--- config.mk ---
export PLATFORM = sky130hd
export DESIGN_NAME = fu_result_pipe_flat
export DESIGN_NICKNAME = d
export VERILOG_FILES = /design/src/rtl/fu_result_pipe_pkg.sv /design/src/rtl/fu_result_pipe_if.sv /design/src/rtl/fu_result_pipe_fwd_lookup.sv /design/src/rtl/fu_result_pipe.sv /design/src/flat_wrapper.sv
export SDC_FILE = /design/constraint.sdc
export NUM_CORES = 1
export LEC_CHECK = 0
export ABC_AREA = 1
export BUFFER_PORTS_ARGS = -buffer_cell sky130_fd_sc_hd__clkbuf_2
export CAP_MARGIN = 20
export CORE_ASPECT_RATIO = 0.7
export CORE_UTILIZATION = 25
export CTS_BUF_LIST = sky130_fd_sc_hd__clkbuf_2 sky130_fd_sc_hd__clkbuf_4 sky130_fd_sc_hd__clkbuf_8
export DETAILED_ROUTE_END_ITERATION = 7
export HOLD_SLACK_MARGIN = 0.1
export MAX_ROUTING_LAYER = met4
export PLACE_DENSITY_LB_ADDON = 0.25
export SLEW_MARGIN = 20
export SYNTH_ARGS = -nofsm -noshare
export SYNTH_HDL_FRONTEND = slang
export SYNTH_SLANG_ARGS = --single-unit
--- constraint.sdc ---
create_clock -name clk -period 2.4 [get_ports clk]
set_clock_uncertainty 0.2 [all_clocks]
set_input_delay 0.24 -clock clk [delete_from_list [all_inputs] [get_ports clk]]
set_output_delay 0.24 -clock clk [all_outputs]
set_load 0.1 [all_outputs]
--- src/rtl/fu_result_pipe_pkg.sv ---
// fu_result_pkg: shared configuration, slot/history records and the register-match helper.
package fu_result_pkg;
    localparam int NUM_FU = 4;
    localparam int MAX_LAT = 8;
    localparam int HIST_DEPTH = 2;
    localparam int DATA_W = 32;
    localparam int REG_W = 5;
    localparam int LAT_W = $clog2(MAX_LAT + 1);
    localparam int FU_W = $clog2(NUM_FU);

    typedef struct packed {
        logic              valid;
        logic              wen;
        logic              fmode;
        logic [REG_W-1:0]  rd;
        logic              imm;
        logic [FU_W-1:0]   fu;
        logic [DATA_W-1:0] data;
    } slot_t;

    typedef struct packed {
        logic              valid;
        logic              fmode;
        logic [REG_W-1:0]  rd;
        logic [DATA_W-1:0] data;
    } hist_t;

    function automatic logic same_reg(input logic fa, input logic [REG_W-1:0] ra,
                                      input logic fb, input logic [REG_W-1:0] rb);
        return fa == fb && ra == rb;
    endfunction
endpackage

--- src/rtl/fu_result_pipe_if.sv ---
// fu_result_pipe_if: issue, unit-result, lookup and writeback signals of the result pipe.
interface fu_result_pipe_if;
    import fu_result_pkg::*;
    logic                     issue_valid;
    logic                     issue_ready;
    logic                     issue_wen;
    logic                     issue_fmode;
    logic [REG_W-1:0]         issue_rd;
    logic [LAT_W-1:0]         issue_lat;
    logic [FU_W-1:0]          issue_fu;
    logic [DATA_W-1:0]        issue_data;
    logic [NUM_FU*DATA_W-1:0] fu_data;
    logic                     flush;
    logic [1:0]               src_fmode;
    logic [2*REG_W-1:0]       src_no;
    logic [1:0]               fwd_hit;
    logic [2*DATA_W-1:0]      fwd_data;
    logic [1:0]               fwd_stall;
    logic                     wb_valid;
    logic                     wb_fmode;
    logic [REG_W-1:0]         wb_rd;
    logic [DATA_W-1:0]        wb_data;
    logic                     busy;

    modport master (
        output issue_valid, issue_wen, issue_fmode, issue_rd, issue_lat, issue_fu, issue_data,
               fu_data, flush, src_fmode, src_no,
        input  issue_ready, fwd_hit, fwd_data, fwd_stall, wb_valid, wb_fmode, wb_rd, wb_data, busy
    );
    modport slave (
        input  issue_valid, issue_wen, issue_fmode, issue_rd, issue_lat, issue_fu, issue_data,
               fu_data, flush, src_fmode, src_no,
        output issue_ready, fwd_hit, fwd_data, fwd_stall, wb_valid, wb_fmode, wb_rd, wb_data, busy
    );
endinterface

--- src/rtl/fu_result_pipe_fwd_lookup.sv ---
// fwd_lookup: youngest-first operand match over pending slots, the writeback register and history.
module fwd_lookup
    import fu_result_pkg::*;
(
    input  logic              src_fmode_i,
    input  logic [REG_W-1:0]  src_no_i,
    input  slot_t             slots_i [1:MAX_LAT],
    input  logic [DATA_W-1:0] s1_data_i,
    input  hist_t             wb_i,
    input  hist_t             hist_i [1:HIST_DEPTH],
    output logic              hit_o,
    output logic              stall_o,
    output logic [DATA_W-1:0] data_o
);
    logic en;
    assign en = src_fmode_i || src_no_i != '0;

    // Scan oldest to youngest so later matches override earlier ones.
    always_comb begin
        hit_o = 1'b0;
        stall_o = 1'b0;
        data_o = '0;
        for (int i = HIST_DEPTH; i >= 1; i--)
            if (en && hist_i[i].valid && same_reg(hist_i[i].fmode, hist_i[i].rd, src_fmode_i, src_no_i)) begin
                hit_o = 1'b1;
                data_o = hist_i[i].data;
            end
        if (en && wb_i.valid && same_reg(wb_i.fmode, wb_i.rd, src_fmode_i, src_no_i)) begin
            hit_o = 1'b1;
            data_o = wb_i.data;
        end
        if (en && slots_i[1].valid && slots_i[1].wen && same_reg(slots_i[1].fmode, slots_i[1].rd, src_fmode_i, src_no_i)) begin
            hit_o = 1'b1;
            data_o = s1_data_i;
        end
        for (int i = 2; i <= MAX_LAT; i++)
            if (en && slots_i[i].valid && slots_i[i].wen && same_reg(slots_i[i].fmode, slots_i[i].rd, src_fmode_i, src_no_i)) begin
                hit_o = 1'b1;
                stall_o = 1'b1;
                data_o = '0;
            end
    end
endmodule

--- src/rtl/fu_result_pipe.sv ---
// fu_result_pipe: in-order result capture from variable-latency units with forwarding and issue hazard checks.
module fu_result_pipe
    import fu_result_pkg::*;
(
    input logic clk,
    input logic rstn,
    fu_result_pipe_if.slave bus
);
    slot_t             s_q [1:MAX_LAT];
    slot_t             s_d [1:MAX_LAT];
    hist_t             hist_q [1:HIST_DEPTH];
    hist_t             wb_q, wb_d;
    slot_t             new_slot;
    logic              eff_wen, strct, waw, accept, busy;
    logic [DATA_W-1:0] s1_data;
    int                lat;

    assign eff_wen = bus.issue_wen && (bus.issue_fmode || bus.issue_rd != '0);
    assign lat = bus.issue_lat == '0 ? 1 : int'(bus.issue_lat);
    assign s1_data = s_q[1].imm ? s_q[1].data : bus.fu_data[int'(s_q[1].fu) * DATA_W +: DATA_W];
    assign new_slot = '{valid: 1'b1, wen: eff_wen, fmode: bus.issue_fmode, rd: bus.issue_rd,
                        imm: bus.issue_lat == '0, fu: bus.issue_fu, data: bus.issue_data};
    assign bus.issue_ready = ~bus.flush && ~strct && ~waw;
    assign accept = bus.issue_valid && bus.issue_ready;

    // S[lat+1] would land in the same slot; older writers still in flight past lat would be overtaken.
    always_comb begin
        strct = 1'b0;
        waw = 1'b0;
        busy = s_q[1].valid;
        for (int i = 2; i <= MAX_LAT; i++) begin
            strct = strct | (i == lat + 1 && s_q[i].valid);
            waw = waw | (eff_wen && i > lat && s_q[i].valid && s_q[i].wen &&
                         same_reg(s_q[i].fmode, s_q[i].rd, bus.issue_fmode, bus.issue_rd));
            busy = busy | s_q[i].valid;
        end
    end

    always_comb begin
        for (int i = 1; i < MAX_LAT; i++) s_d[i] = s_q[i + 1];
        s_d[MAX_LAT] = '0;
        for (int i = 1; i <= MAX_LAT; i++)
            if (bus.flush) s_d[i] = '0;
            else if (accept && i == lat) s_d[i] = new_slot;
    end

    always_comb begin
        wb_d = wb_q;
        wb_d.valid = 1'b0;
        if (!bus.flush && s_q[1].valid)
            wb_d = '{valid: s_q[1].wen, fmode: s_q[1].fmode, rd: s_q[1].rd, data: s1_data};
    end

    always_ff @(posedge clk or negedge rstn)
        if (!rstn) begin
            s_q <= '{default: '0};
            wb_q <= '0;
            hist_q <= '{default: '0};
        end else begin
            s_q <= s_d;
            wb_q <= wb_d;
            if (!bus.flush) begin
                hist_q[1] <= wb_q;
                for (int i = 2; i <= HIST_DEPTH; i++) hist_q[i] <= hist_q[i - 1];
            end
        end

    for (genvar j = 0; j < 2; j++) begin : g_fwd
        fwd_lookup u_fwd (
            .src_fmode_i (bus.src_fmode[j]),
            .src_no_i    (bus.src_no[j*REG_W +: REG_W]),
            .slots_i     (s_q),
            .s1_data_i   (s1_data),
            .wb_i        (wb_q),
            .hist_i      (hist_q),
            .hit_o       (bus.fwd_hit[j]),
            .stall_o     (bus.fwd_stall[j]),
            .data_o      (bus.fwd_data[j*DATA_W +: DATA_W])
        );
    end

    assign bus.wb_valid = wb_q.valid;
    assign bus.wb_fmode = wb_q.fmode;
    assign bus.wb_rd = wb_q.rd;
    assign bus.wb_data = wb_q.data;
    assign bus.busy = busy;
endmodule

--- src/flat_wrapper.sv ---
// flat-port wrapper written by rule: the top's interface ports become plain ports
module fu_result_pipe_flat import fu_result_pkg::*;
  (clk, rstn, bus_issue_valid, bus_issue_wen, bus_issue_fmode, bus_issue_rd, bus_issue_lat, bus_issue_fu, bus_issue_data, bus_fu_data, bus_flush, bus_src_fmode, bus_src_no, bus_issue_ready, bus_fwd_hit, bus_fwd_data, bus_fwd_stall, bus_wb_valid, bus_wb_fmode, bus_wb_rd, bus_wb_data, bus_busy);
  fu_result_pipe_if bus_i ();
  input logic clk;
  input logic rstn;
  input wire logic [$bits(bus_i.issue_valid)-1:0] bus_issue_valid;
  input wire logic [$bits(bus_i.issue_wen)-1:0] bus_issue_wen;
  input wire logic [$bits(bus_i.issue_fmode)-1:0] bus_issue_fmode;
  input wire logic [$bits(bus_i.issue_rd)-1:0] bus_issue_rd;
  input wire logic [$bits(bus_i.issue_lat)-1:0] bus_issue_lat;
  input wire logic [$bits(bus_i.issue_fu)-1:0] bus_issue_fu;
  input wire logic [$bits(bus_i.issue_data)-1:0] bus_issue_data;
  input wire logic [$bits(bus_i.fu_data)-1:0] bus_fu_data;
  input wire logic [$bits(bus_i.flush)-1:0] bus_flush;
  input wire logic [$bits(bus_i.src_fmode)-1:0] bus_src_fmode;
  input wire logic [$bits(bus_i.src_no)-1:0] bus_src_no;
  output wire logic [$bits(bus_i.issue_ready)-1:0] bus_issue_ready;
  output wire logic [$bits(bus_i.fwd_hit)-1:0] bus_fwd_hit;
  output wire logic [$bits(bus_i.fwd_data)-1:0] bus_fwd_data;
  output wire logic [$bits(bus_i.fwd_stall)-1:0] bus_fwd_stall;
  output wire logic [$bits(bus_i.wb_valid)-1:0] bus_wb_valid;
  output wire logic [$bits(bus_i.wb_fmode)-1:0] bus_wb_fmode;
  output wire logic [$bits(bus_i.wb_rd)-1:0] bus_wb_rd;
  output wire logic [$bits(bus_i.wb_data)-1:0] bus_wb_data;
  output wire logic [$bits(bus_i.busy)-1:0] bus_busy;
  assign bus_i.issue_valid = bus_issue_valid;
  assign bus_i.issue_wen = bus_issue_wen;
  assign bus_i.issue_fmode = bus_issue_fmode;
  assign bus_i.issue_rd = bus_issue_rd;
  assign bus_i.issue_lat = bus_issue_lat;
  assign bus_i.issue_fu = bus_issue_fu;
  assign bus_i.issue_data = bus_issue_data;
  assign bus_i.fu_data = bus_fu_data;
  assign bus_i.flush = bus_flush;
  assign bus_i.src_fmode = bus_src_fmode;
  assign bus_i.src_no = bus_src_no;
  assign bus_issue_ready = bus_i.issue_ready;
  assign bus_fwd_hit = bus_i.fwd_hit;
  assign bus_fwd_data = bus_i.fwd_data;
  assign bus_fwd_stall = bus_i.fwd_stall;
  assign bus_wb_valid = bus_i.wb_valid;
  assign bus_wb_fmode = bus_i.wb_fmode;
  assign bus_wb_rd = bus_i.wb_rd;
  assign bus_wb_data = bus_i.wb_data;
  assign bus_busy = bus_i.busy;
  fu_result_pipe u_core (.clk(clk), .rstn(rstn), .bus(bus_i));
endmodule
Yosys cells after proc, flatten, opt, wreduce, memory -nomap -nowiden
Cells that the tools add are included.

storage, ports and cells
  register bits = 461
  bits of input ports = 189
  output and inout bits = 109

operators by class
  $add $sub $neg = 1
  magnitude comparators = 7
  equal/unequal tests = 73
  shifts and indexed selects = 1
  multiplexer cells = 77
  bitwise logic cells = 22
  reductions and logical operators = 145

operators with widths
  operator                                                              count
  32-bit two-way mux                                                    23
  43-bit two-way mux                                                    16
  4-bit by 32-bit == test with 1-bit output, first input constant       8
  5-bit == test                                                         29
  1-bit logical AND                                                     137
  3-bit by 32-bit == test with 1-bit output, first input constant       4
  4-bit by 32-bit > comparator with 1-bit output, first input constant  4
  128-bit by 8-bit indexed part select with 32-bit output               1
  5-bit by 32-bit == test with 1-bit output, first input constant       2
  3-bit by 32-bit > comparator with 1-bit output, first input constant  2
  39-bit two-way mux                                                    1
  1-bit two-way mux                                                     36
  32-bit by 2-bit adder with 32-bit output, second input constant       1
  2-bit by 32-bit == test with 1-bit output, first input constant       1
  5-bit by 32-bit > comparator with 1-bit output, first input constant  1
  1-bit == test                                                         29
  1-bit OR                                                              19
  5-bit nonzero test                                                    3
  4-bit logical NOT                                                     1
  4-bit two-way mux                                                     1
  1-bit logical OR                                                      3
  1-bit inverter                                                        3
  1-bit logical NOT                                                     1

Depth between registers and ports, before layout
Gate-level depths: netlist of run 1.

  depth after elaboration = 19
  depth in mapped cells = 20

Modules after synthesis
Synthesis of run 1 repeated with hierarchy kept, for this count alone.

second synthesis, totals
  cell total of the unflattened synthesis = 4,304
  area total of the unflattened synthesis = 27,970.6 sq um

by module, submodules not included
  module          instances  cells an instance  area an instance (sq um)
  fu_result_pipe  1          2,976              21,692.1
  fwd_lookup      2          664                3,139.3

Least setup slack after synthesis of run 1
No wires, ideal clock.

  path kind = register -> output
  start = register u_core.wb_q (netlist bit u_core.bus.wb_rd[1])
  end = output bus_fwd_data[10]
  data arrival time = 3,515 ps
  setup slack = -1,555 ps
  stages on the path, launching flop included = 10
  buffers on the path = 1
  path through = dfrtp_1 > inv_1 > o22ai_1 > a21oi_1 > nand4_1 > inv_1 > a21oi_1 > clkbuf_1 > a21oi_1 > nor2_1

between the ends
  word-level cells in the longest chain between the ends = 12

ends and longest elaborated chain
  item                             line                             RTL
  from (decl)                      fu_result_pipe.sv:12             hist_t wb_q, wb_d;
  from (signal assigned)           fu_result_pipe.sv:61             wb_q <= wb_d;
  5-bit == test                    fu_result_pipe_pkg.sv:30         return fa == fb && ra == rb;
  1-bit logical AND                fu_result_pipe_pkg.sv:30
  1-bit logical AND                fu_result_pipe_fwd_lookup.sv:28  if (en && wb_i.valid && same_reg(wb_i.fmode, wb_i.rd, src_fmode_i, src_no_i)) begin
  32-bit two-way mux               fu_result_pipe_fwd_lookup.sv:28
  32-bit two-way mux               fu_result_pipe_fwd_lookup.sv:32  if (en && slots_i[1].valid && slots_i[1].wen && same_reg(slots_i[1].fmode, slots_i[1].rd, src_fmode_i, src_no_ ...
  32-bit two-way mux (7 in a row)  fu_result_pipe_fwd_lookup.sv:37  if (en && slots_i[i].valid && slots_i[i].wen && same_reg(slots_i[i].fmode, slots_i[i].rd, src_fmode_i, src_no_ ...
  to (decl)                        flat_wrapper.sv:20               output wire logic [$bits(bus_i.fwd_data)-1:0] bus_fwd_data;

Every way passes these cells.

Final worst setup path of run 1
  start = register u_core.hist_q[71] (netlist bit)
  end = output bus_fwd_data[16]

between the ends
  word-level cells in the longest chain between the ends = 13

ends and longest elaborated chain
  item                             line                             RTL
  from (decl)                      fu_result_pipe.sv:11             hist_t hist_q [1:HIST_DEPTH];
  5-bit == test                    fu_result_pipe_pkg.sv:30
  1-bit logical AND                fu_result_pipe_pkg.sv:30
  1-bit logical AND                fu_result_pipe_fwd_lookup.sv:24  if (en && hist_i[i].valid && same_reg(hist_i[i].fmode, hist_i[i].rd, src_fmode_i, src_no_i)) begin
  32-bit two-way mux               fu_result_pipe_fwd_lookup.sv:24
  32-bit two-way mux               fu_result_pipe_fwd_lookup.sv:28
  32-bit two-way mux               fu_result_pipe_fwd_lookup.sv:32
  32-bit two-way mux (7 in a row)  fu_result_pipe_fwd_lookup.sv:37

Every way passes these cells.

==> results by group, run 1 <==
Die
  • Area of the core: 0.1084 mm2
  • Row count: 101
  • Die width: 397.4 um
  • Die area: 0.1108 mm2
  • Initial core utilization: 25.24%
  • Die Y: 278.8 um
  • Top Ports: 298

Power and ir drop
  • Clk network pwr share: 38.3%
  • Sw Pwr: 0.007505 W
  • Total power per unit cell area: 532.8 mW/mm2
  • Worst vdd ir: 0.0003342 V
  • Logic pwr share: 22.7%
  • P_int: 0.01467 W
  • Leakage: 20.70 nW
  • Sw Share: 33.84%
  • Sequential cell fraction of total power: 39.0%

Hold path
  • Hold Path Class: in -> reg
  • Hold path startpoint: bus_fu_data[26]

GRT
  • Antenna violations before repair: 8
  • Met3 usage: 3.782%
  • Met2 Usage GRT: 31.59%
  • GR peak layer: met2
  • First-pass GRT wire length: 178100 um
  • Remaining global-route overflow: 0
  • Largest net degree at the start of global routing: 156
  • Total GRT Usage: 21.63%
  • M1 GR Usage: 30.31%
  • Vias in the first global route: 27785

Timing
  • Min Tclk post-route: 3313 ps
  • Maximum clock frequency: 0.3018 GHz
  • Fin crit share: 138.0%
  • Final Hold Viols: 0
  • RSZ-0062 raised after global routing: yes
  • Max Slew Vio Count: 0
  • Min Hold Slack: 77.50 ps
  • Final worst slack: -913.0 ps
  • Worst slew pin tran: 776.0 ps
  • Max transition margin: 48.27%
  • Final setup viols: 409

Setup path
  • Worst EP required: 1960 ps
  • Most common cell on crit path: buf_12
  • CP top delay family: buffers and inverters
  • CP bufs+invs: 7
  • Slowest-stage cell, CP: dfrtp_2
  • CP arrival: 2870 ps
  • RR Startpoint: u_core.s_q[294]
  • Critical setup path kind: reg -> out
  • Startpoint types: flip-flop
  • Worst setup EP type: primary output
  • Crit-path cells: buf_6 -> buf_6 -> o22ai_2 -> nor2_1 -> nand4_1 -> buf_12 -> a21oi_4 -> buf_12 -> buf_12 -> buf_12 -> a21oi_4 -> nor2_4 -> buf_12
  • Worst-path fanout max: 6
  • Worst setup path start: u_core.hist_q[71]
  • CP peak stage delay: 430 ps

Clocking
  • Clk_lat worst skew: 710 ps
  • CTS Buffer Depth: 3
  • CTS H-tree lvls: 3
  • CTS root buf: clkbuf_8
  • Clk slew on worst S/H paths: 60 ps
  • CTS tree: yes
  • # clock sinks: 461
  • Clock buffer count from CTS: 90

Route
  • DRT iter0 DRCs: 2839
  • Drt total wl: 119700 um
  • Via Count: 29156
  • DRC: 0
  • Routed Antenna Nets: 0
  • Routed wire per std cell: 19.10 um
  • DR pass1 iterations: 5
  • Via density: 4.652

Run status
  • Run status: complete, but fails checks
  • Failing checks: setup timing

Yosys
  • Syn_area_per_cell: 6.828 um2
  • Yosys Warn Count: 0
  • Netlist cell types: 39
  • Post-Synth Simple-Gate Area: 30.57%
  • Adder-Cell Fraction of Synth Area: 0.09145%
  • Post-synthesis mux area share: 1.170%
  • Syn Inst Count: 4008
  • Post-synthesis cell area: 0.02736 mm2
  • Sequential element share of the synthesized area: 42.16%
  • Largest family of logic cells by synthesized area: simple AND/OR/NAND/NOR gates
  • Compound-cell area share of the yosys netlist: 9.817%
  • Post-synthesis xor/xnor area fraction: 1.408%
  • Seq cells post-synth: 461
  • Synth Net Count: 4199

Job
  • Max Cap Viol: 0

Layout
  • Layout cells sized above 1: 29.08%
  • Layout overhead on the synthesized area: 52.11%
  • Final net count: 4943
  • Finished Cell Area: 0.04163 mm2
  • Fin cells: 6267
  • Final Core Density: 38.39%

Placement
  • Post-DP Area: 0.03485 mm2
  • HPWL after DPL: 74410 um
  • Routability-driven placement congestion ratio: 0.9631
  • Cell Count Post-Placement: 5848
  • IO Port Bufs: 297
## power by group through the flow
stage	Sequential (W)	Combinational, W	Clock [W]
after floorplan	0.00977	0.00157	0
after global placement	0.00875	0.00429	0
after detailed placement	0.00876	0.00430	0
after CTS	0.00863	0.00483	0.00870
after global routing	0.00870	0.00538	0.00906
final	0.00865	0.00503	0.00850
## cells in the mapped netlist (all sizes together)
cell type  instances  area [um2]
o21ai            288        1441
ha                 2       25.02
dfrtp            461       11540
a31oi              1       6.260
o211ai             5       37.54
a221oi             5       43.79
o22ai             39       244.0
o221ai            34       297.8
xor2              21       183.9
mux2i             32       320.3
nand4            269        1683
conb               1       3.750
o2111ai            9       78.83
nor2             540        2042
xnor2             23       201.4
nor4               8       50.05
inv              707        2654
a211oi             9       67.56
nand3             29       230.2
clkbuf           146       548.0
nand2           1134        4267
nand3b             3       22.52
clkinv             5       18.77
nor3              13       70.07
buf              131       823.3
a21oi             93       469.2
## state kept, by name (all words and copies together), names as in the netlist
name	flops
u_core.hist_q	78
u_core.bus.wb_data	32
u_core.bus.wb_rd	5
u_core.bus.wb_valid	1
u_core.s_q	344
u_core.bus.wb_fmode	1
## layer usage
metal / up-vias / wire, um
li1: 13985 / -
met1: 13782 / 55310
met2: 1184 / 52510
met3: 205 / 8582
met4: 0 / 3294
met5: - / 0
## repair_timing
action,4_1_cts,5_1_grt
endpoints found under the hold margin,829,0
setup buffers,43,23
cloned,35,11
gates resized for setup,279,235
pin swaps,87,85
setup endpoints to repair,405,412
hold buffers,160,0
## cell type report
| class | instances | area [um2] |
|---|---|---|
| diodes | 8 | 20.02 |
| clock buffers | 147 | 1779 |
| clock inverters | 10 | 106.4 |
| fillers | 11121 | 66800 |
| inverters | 712 | 2709 |
| multi-input cells | 2558 | 13640 |
| flip-flops and latches | 461 | 11570 |
| well taps | 1442 | 1804 |
| repair buffers | 929 | 9998 |
## layout by cell type, fill, tap and decap left out, types with 32 or more instances in the layout
master,count
nor2_4,68
buf_4,294
clkbuf_8,109
buf_6,32
inv_2,134
inv_1,568
nand2_2,66
dlygate4sd3_1,159
o21ai_1,58
nand4_1,269
nor2_1,461
a21oi_1,32
buf_12,166
clkbuf_2,224
clkbuf_4,39
nand2_1,1048
a21oi_4,35
o21ai_0,183
dfrtp_1,447
o22ai_1,34
o21ai_2,39
## final timing paths
kind | to | slack [ps] | cells past startpoint
setup reg to reg | u_core.s_q[106] | -610 | 20
hold reg to reg | u_core.s_q[249] | 260 | 2
hold / removal | u_core.bus.wb_data[26] | 80 | 6
max in group asynchronous | u_core.hist_q[9] | 920 | 4
setup / recovery | bus_fwd_data[16] | -910 | 13
min in group asynchronous | u_core.hist_q[35] | 560 | 4
## worst reg2reg max path, stage by stage (launching register included)
cell       delay [ps]
dfrtp_1           430
buf_6             140
buf_6             100
buf_6             110
xnor2_4           120
nand2_1            60
nor2_1            110
nand2_1            80
nand2_2           140
nand2_2           100
a21oi_4           150
nor2_4             60
buf_8             130
buf_12            130
buf_12            120
buf_12            120
nand3_4           210
clkbuf_16         250
nand2_2            60
inv_2              40
nor2_1             40
## per-stage QoR
step | TNS [ps] | setup WS, ps | power, W
5_1_grt | -242570 | -1032 | 0.02314
4_1_cts | -157070 | -945.3 | 0.02215
3_3_place_gp | -117650 | -567.5 | 0.01304
3_5_place_dp | -117450 | -556.7 | 0.01306
6_report | -194040 | -913.0 | 0.02218
2_1_floorplan | -10860 | -206.6 | 0.01134
## logic make-up after synthesis
group / count (synthesis)
buffers and inverters: 989
DFF: 461
other: 1
muxes: 32
and+or+nand+nor: 1996
xor gates and xnor gates: 44
adders and majority gates: 2
AOI/OAI and AO/OA: 483
(Power assumes the default switching activity.)
==> inputs of run 2 (changes only) <==
--- a/config.mk
+++ b/config.mk
@@ -10,11 +10,12 @@
 export CAP_MARGIN = 20
 export CORE_ASPECT_RATIO = 0.7
 export CORE_UTILIZATION = 25
-export CTS_BUF_LIST = sky130_fd_sc_hd__clkbuf_2 sky130_fd_sc_hd__clkbuf_4 sky130_fd_sc_hd__clkbuf_8
+export CTS_BUF_LIST = sky130_fd_sc_hd__clkbuf_8
 export DETAILED_ROUTE_END_ITERATION = 7
 export HOLD_SLACK_MARGIN = 0.1
 export MAX_ROUTING_LAYER = met4
 export PLACE_DENSITY_LB_ADDON = 0.25
+export SKIP_LAST_GASP = 1
 export SLEW_MARGIN = 20
 export SYNTH_ARGS = -nofsm -noshare
 export SYNTH_HDL_FRONTEND = slang
==> constraint.sdc (replaced) <==
create_clock -name clk -period 2.8 [get_ports clk]
set_clock_uncertainty 0.2 [all_clocks]
set_input_delay 0.28 -clock clk [delete_from_list [all_inputs] [get_ports clk]]
set_output_delay 0.28 -clock clk [all_outputs]
set_load 0.1 [all_outputs]
==> run 2 against run 1 <==
  * The run still ends with setup timing left
  * Cell count down 4.1%
  * Clock power down 22%
  * Non-clock buffer count down 250
  * Critical endpoint is now bus_fwd_data[23]
  * Final area down 8.3%
  * Combinational power down 23%
  * Global-route usage down 0.91 points
  * Routed wire length down 4.0%
==> results by group, run 2 (same netlist as run 1, synthesis figures left out) <==
Power and ir drop
  • Power, Total: 0.01792 W (-19%)
  • Sw Share: 35.49% (+1.6 points)
  • Sequential cell fraction of total power: 41.6% (+2.6 points)
  • Logic pwr share: 21.6% (-1.1 points)
  • Leakage: 19.10 nW (-7.7%)
  • P_int: 0.01156 W (-21%)
  • Total power per unit cell area: 469.3 mW/mm2 (-12%)
  • Sw Pwr: 0.006359 W (-15%)
  • Worst vdd ir: 0.0002931 V (-12%)
  • Clk network pwr share: 36.8% (-1.5 points)

Die
  • Die area: 0.1108 mm2 (unchanged)
  • Top Ports: 298 (unchanged)
  • Initial core utilization: 25.24% (unchanged)
  • Area of the core: 0.1084 mm2 (unchanged)
  • Die width: 397.4 um (unchanged)
  • Die Y: 278.8 um (unchanged)
  • Row count: 101 (unchanged)

Route
  • Via Count: 27935 (-4.2%)
  • Routed Antenna Nets: 0 (unchanged)
  • Drt total wl: 114900 um (-4.0%)
  • DRC: 0 (unchanged)
  • DR pass1 iterations: 6 (+1)
  • Via density: 4.650 (about the same)
  • DRT iter0 DRCs: 2693 (-5.1%)
  • Routed wire per std cell: 19.12 um (about the same)

Timing
  • Max Slew Vio Count: 0 (unchanged)
  • Max transition margin: 49.51% (+1.2 points)
  • RSZ-0062 raised after global routing: yes
  • Worst slew pin tran: 749.5 ps (-26.51 ps)
  • Maximum clock frequency: 0.2961 GHz
  • Final worst slack: -577.8 ps (+335.2 ps)
  • Final Hold Viols: 0 (unchanged)
  • Fin crit share: 120.6%
  • Setup TNS: -31890 ps (+162150 ps)
  • Min Tclk post-route: 3378 ps
  • Final setup viols: 69 (-83%)

Layout
  • Layout cells sized above 1: 24.50% (-4.6 points)
  • Area of the multi-input gates: 0.01327 mm2 (-2.7%)
  • Finished Cell Area: 0.03819 mm2 (-8.3%)
  • Top reg by flops: u_core.s_q
  • Most common cell after layout, fill and taps aside: nand2_1
  • Final net count: 4688 (-5.2%)
  • Layout overhead on the synthesized area: 39.55%
  • Most frequent cells in the layout: nand2_1 (1074), inv_1 (605), nor2_1 (462)
  • Number of flip-flops in the largest register: 344 (unchanged)
  • Fin cells: 6008 (-4.1%)
  • Fillers: 11451 (+3.0%)
  • Register Area: 0.01158 mm2 (about the same)

Job
  • Max Cap Viol: 0 (unchanged)

Clocking
  • CTS Buffer Depth: 3 (unchanged)
  • # clock sinks: 461 (unchanged)
  • Clk_lat worst skew: 710 ps (about the same)
  • CTS tree: yes
  • CTS H-tree lvls: 3 (unchanged)
  • CTS root buf: clkbuf_8
  • Clock buffer count from CTS: 85 (-5.6%)
  • Clk slew on worst S/H paths: 60 ps (about the same)

Setup path
  • RR Startpoint: u_core.s_q[79]
  • CP bufs+invs: 5 (-2)
  • Worst EP required: 2320 ps (+360 ps)
  • CP top delay family: buffers and inverters
  • Worst setup path start: u_core.bus.wb_rd[2]
  • Startpoint types: flip-flop
  • Worst setup EP type: primary output
  • Critical setup path kind: reg -> out
  • Worst-path fanout max: 32 (+26)
  • Slowest-stage cell, CP: dfrtp_4
  • CP arrival: 2900 ps (+30 ps)
  • CP peak stage delay: 510 ps (+80 ps)
  • Crit-path cells: inv_4 -> buf_6 -> o22ai_4 -> nor3_2 -> nand4_1 -> buf_4 -> buf_12 -> o21ai_0 -> a21oi_1 -> nor2_4 -> buf_12
  • Most common cell on crit path: buf_12

Hold path
  • Hold path startpoint: bus_fu_data[96]
  • Hold Path Class: in -> reg

GRT
  • First-pass GRT wire length: 171500 um (-3.7%)
  • Total GRT Usage: 20.72% (-0.91 points)
  • Antenna violations before repair: 2 (-6)
  • Remaining global-route overflow: 0 (unchanged)
  • Largest net degree at the start of global routing: 156 (unchanged)
  • Vias in the first global route: 26289 (-5.4%)

Placement
  • IO Port Bufs: 297 (unchanged)
  • HPWL after DPL: 74080 um (-0.44%)
  • Post-DP Area: 0.03339 mm2 (-4.2%)
  • Pre-CTS setup slack: -172.4 ps (+384.4 ps)
  • Routability-driven placement congestion ratio: 0.9681 (+0.52%)
  • Cell Count Post-Placement: 5684 (-2.8%)

Run status
  • Failing checks: setup timing
  • Run status: complete, but fails checks
[run 2: cell count changes in the layout (fill, tap and decap cells not counted), sizes merged]
cell          previous run  this run
buf                    528       348
dlygate4sd3            159        93
clkbuf                 382       339
inv                    705       746
bufbuf                   7         1
diode                    8         3
clkinv                  13        10
clkinvlp                 2         5
bufinv                   2         1
dlymetal6s4s             0         1
[run 2: final cells by class]
type / count / share of cell area [%]
diodes: 3 / 0.01966
clock buffers: 103 / 3.712
clock inverters: 50 / 0.6782
inverters: 712 / 7.064
multi-input cells: 2558 / 34.75
flip-flops and latches: 461 / 30.34
well taps: 1442 / 4.725
repair buffers: 679 / 18.72
[run 2: per-stage QoR]
step	utilization [%]	hold WS (ps)
final	35.22	120.1
after detailed placement	30.80	99.15
after CTS	34.51	103.7
after global placement	30.80	94.90
after floorplan	-	-215.6
after global routing	35.22	136.0
[run 2: worst register-to-register path, cell delays in order, from the launching register on]
cell and delay (ps):
dfrtp_1 410, inv_2 110, buf_4 130, nand2_1 50, nand4_1 160, nor2_1 80, nand2_1 80, nand2_1 60
nor2_2 110, nand3_2 100, nor2_4 130, buf_6 170, buf_12 160, buf_16 170, buf_4 190, nand4_1 120
nand2_1 100, nor2_1 50
[run 2: path summary, 6_finish.rpt]
kind,to,slack [ps],cells past startpoint
worst max-delay path,bus_fwd_data[23],-580,11
worst min-delay path,u_core.bus.wb_data[0],120,5
worst max register to register,u_core.s_q[271],120,17
worst min register to register,u_core.s_q[206],260,2
max in group asynchronous,u_core.s_q[83],1330,4
min in group asynchronous,u_core.bus.wb_data[25],650,4
[run 2: power by group through the flow]
stage / logic, W / registers (W) / clock network [W]
after floorplan: 0.00132 / 0.00837 / 0
after global placement: 0.00350 / 0.00754 / 0
after detailed placement: 0.00350 / 0.00754 / 0
after CTS: 0.00379 / 0.00742 / 0.00681
after global routing: 0.00418 / 0.00749 / 0.00709
final: 0.00387 / 0.00745 / 0.00660
[run 2: layer usage]
| metal | vias to the layer above | part of all wire [%] | global-route usage [%] |
|---|---|---|---|
| met5 | - | 0 | - |
| met4 | 0 | 2.7 | 5.552 |
| met3 | 175 | 6.7 | 3.274 |
| met2 | 1034 | 43 | 29.53 |
| met1 | 13295 | 48 | 30.05 |
| li1 | 13431 | - | - |
[run 2: repair_timing]
action | 4_1_cts | 5_1_grt
buffers inserted | 38 | 18
hold buffers | 93 | 2
endpoints found under the hold margin | 849 | 1
gates resized for setup | 257 | 142
pin swaps | 29 | 50
setup endpoints to repair | 69 | 242
cloned | 12 | 11
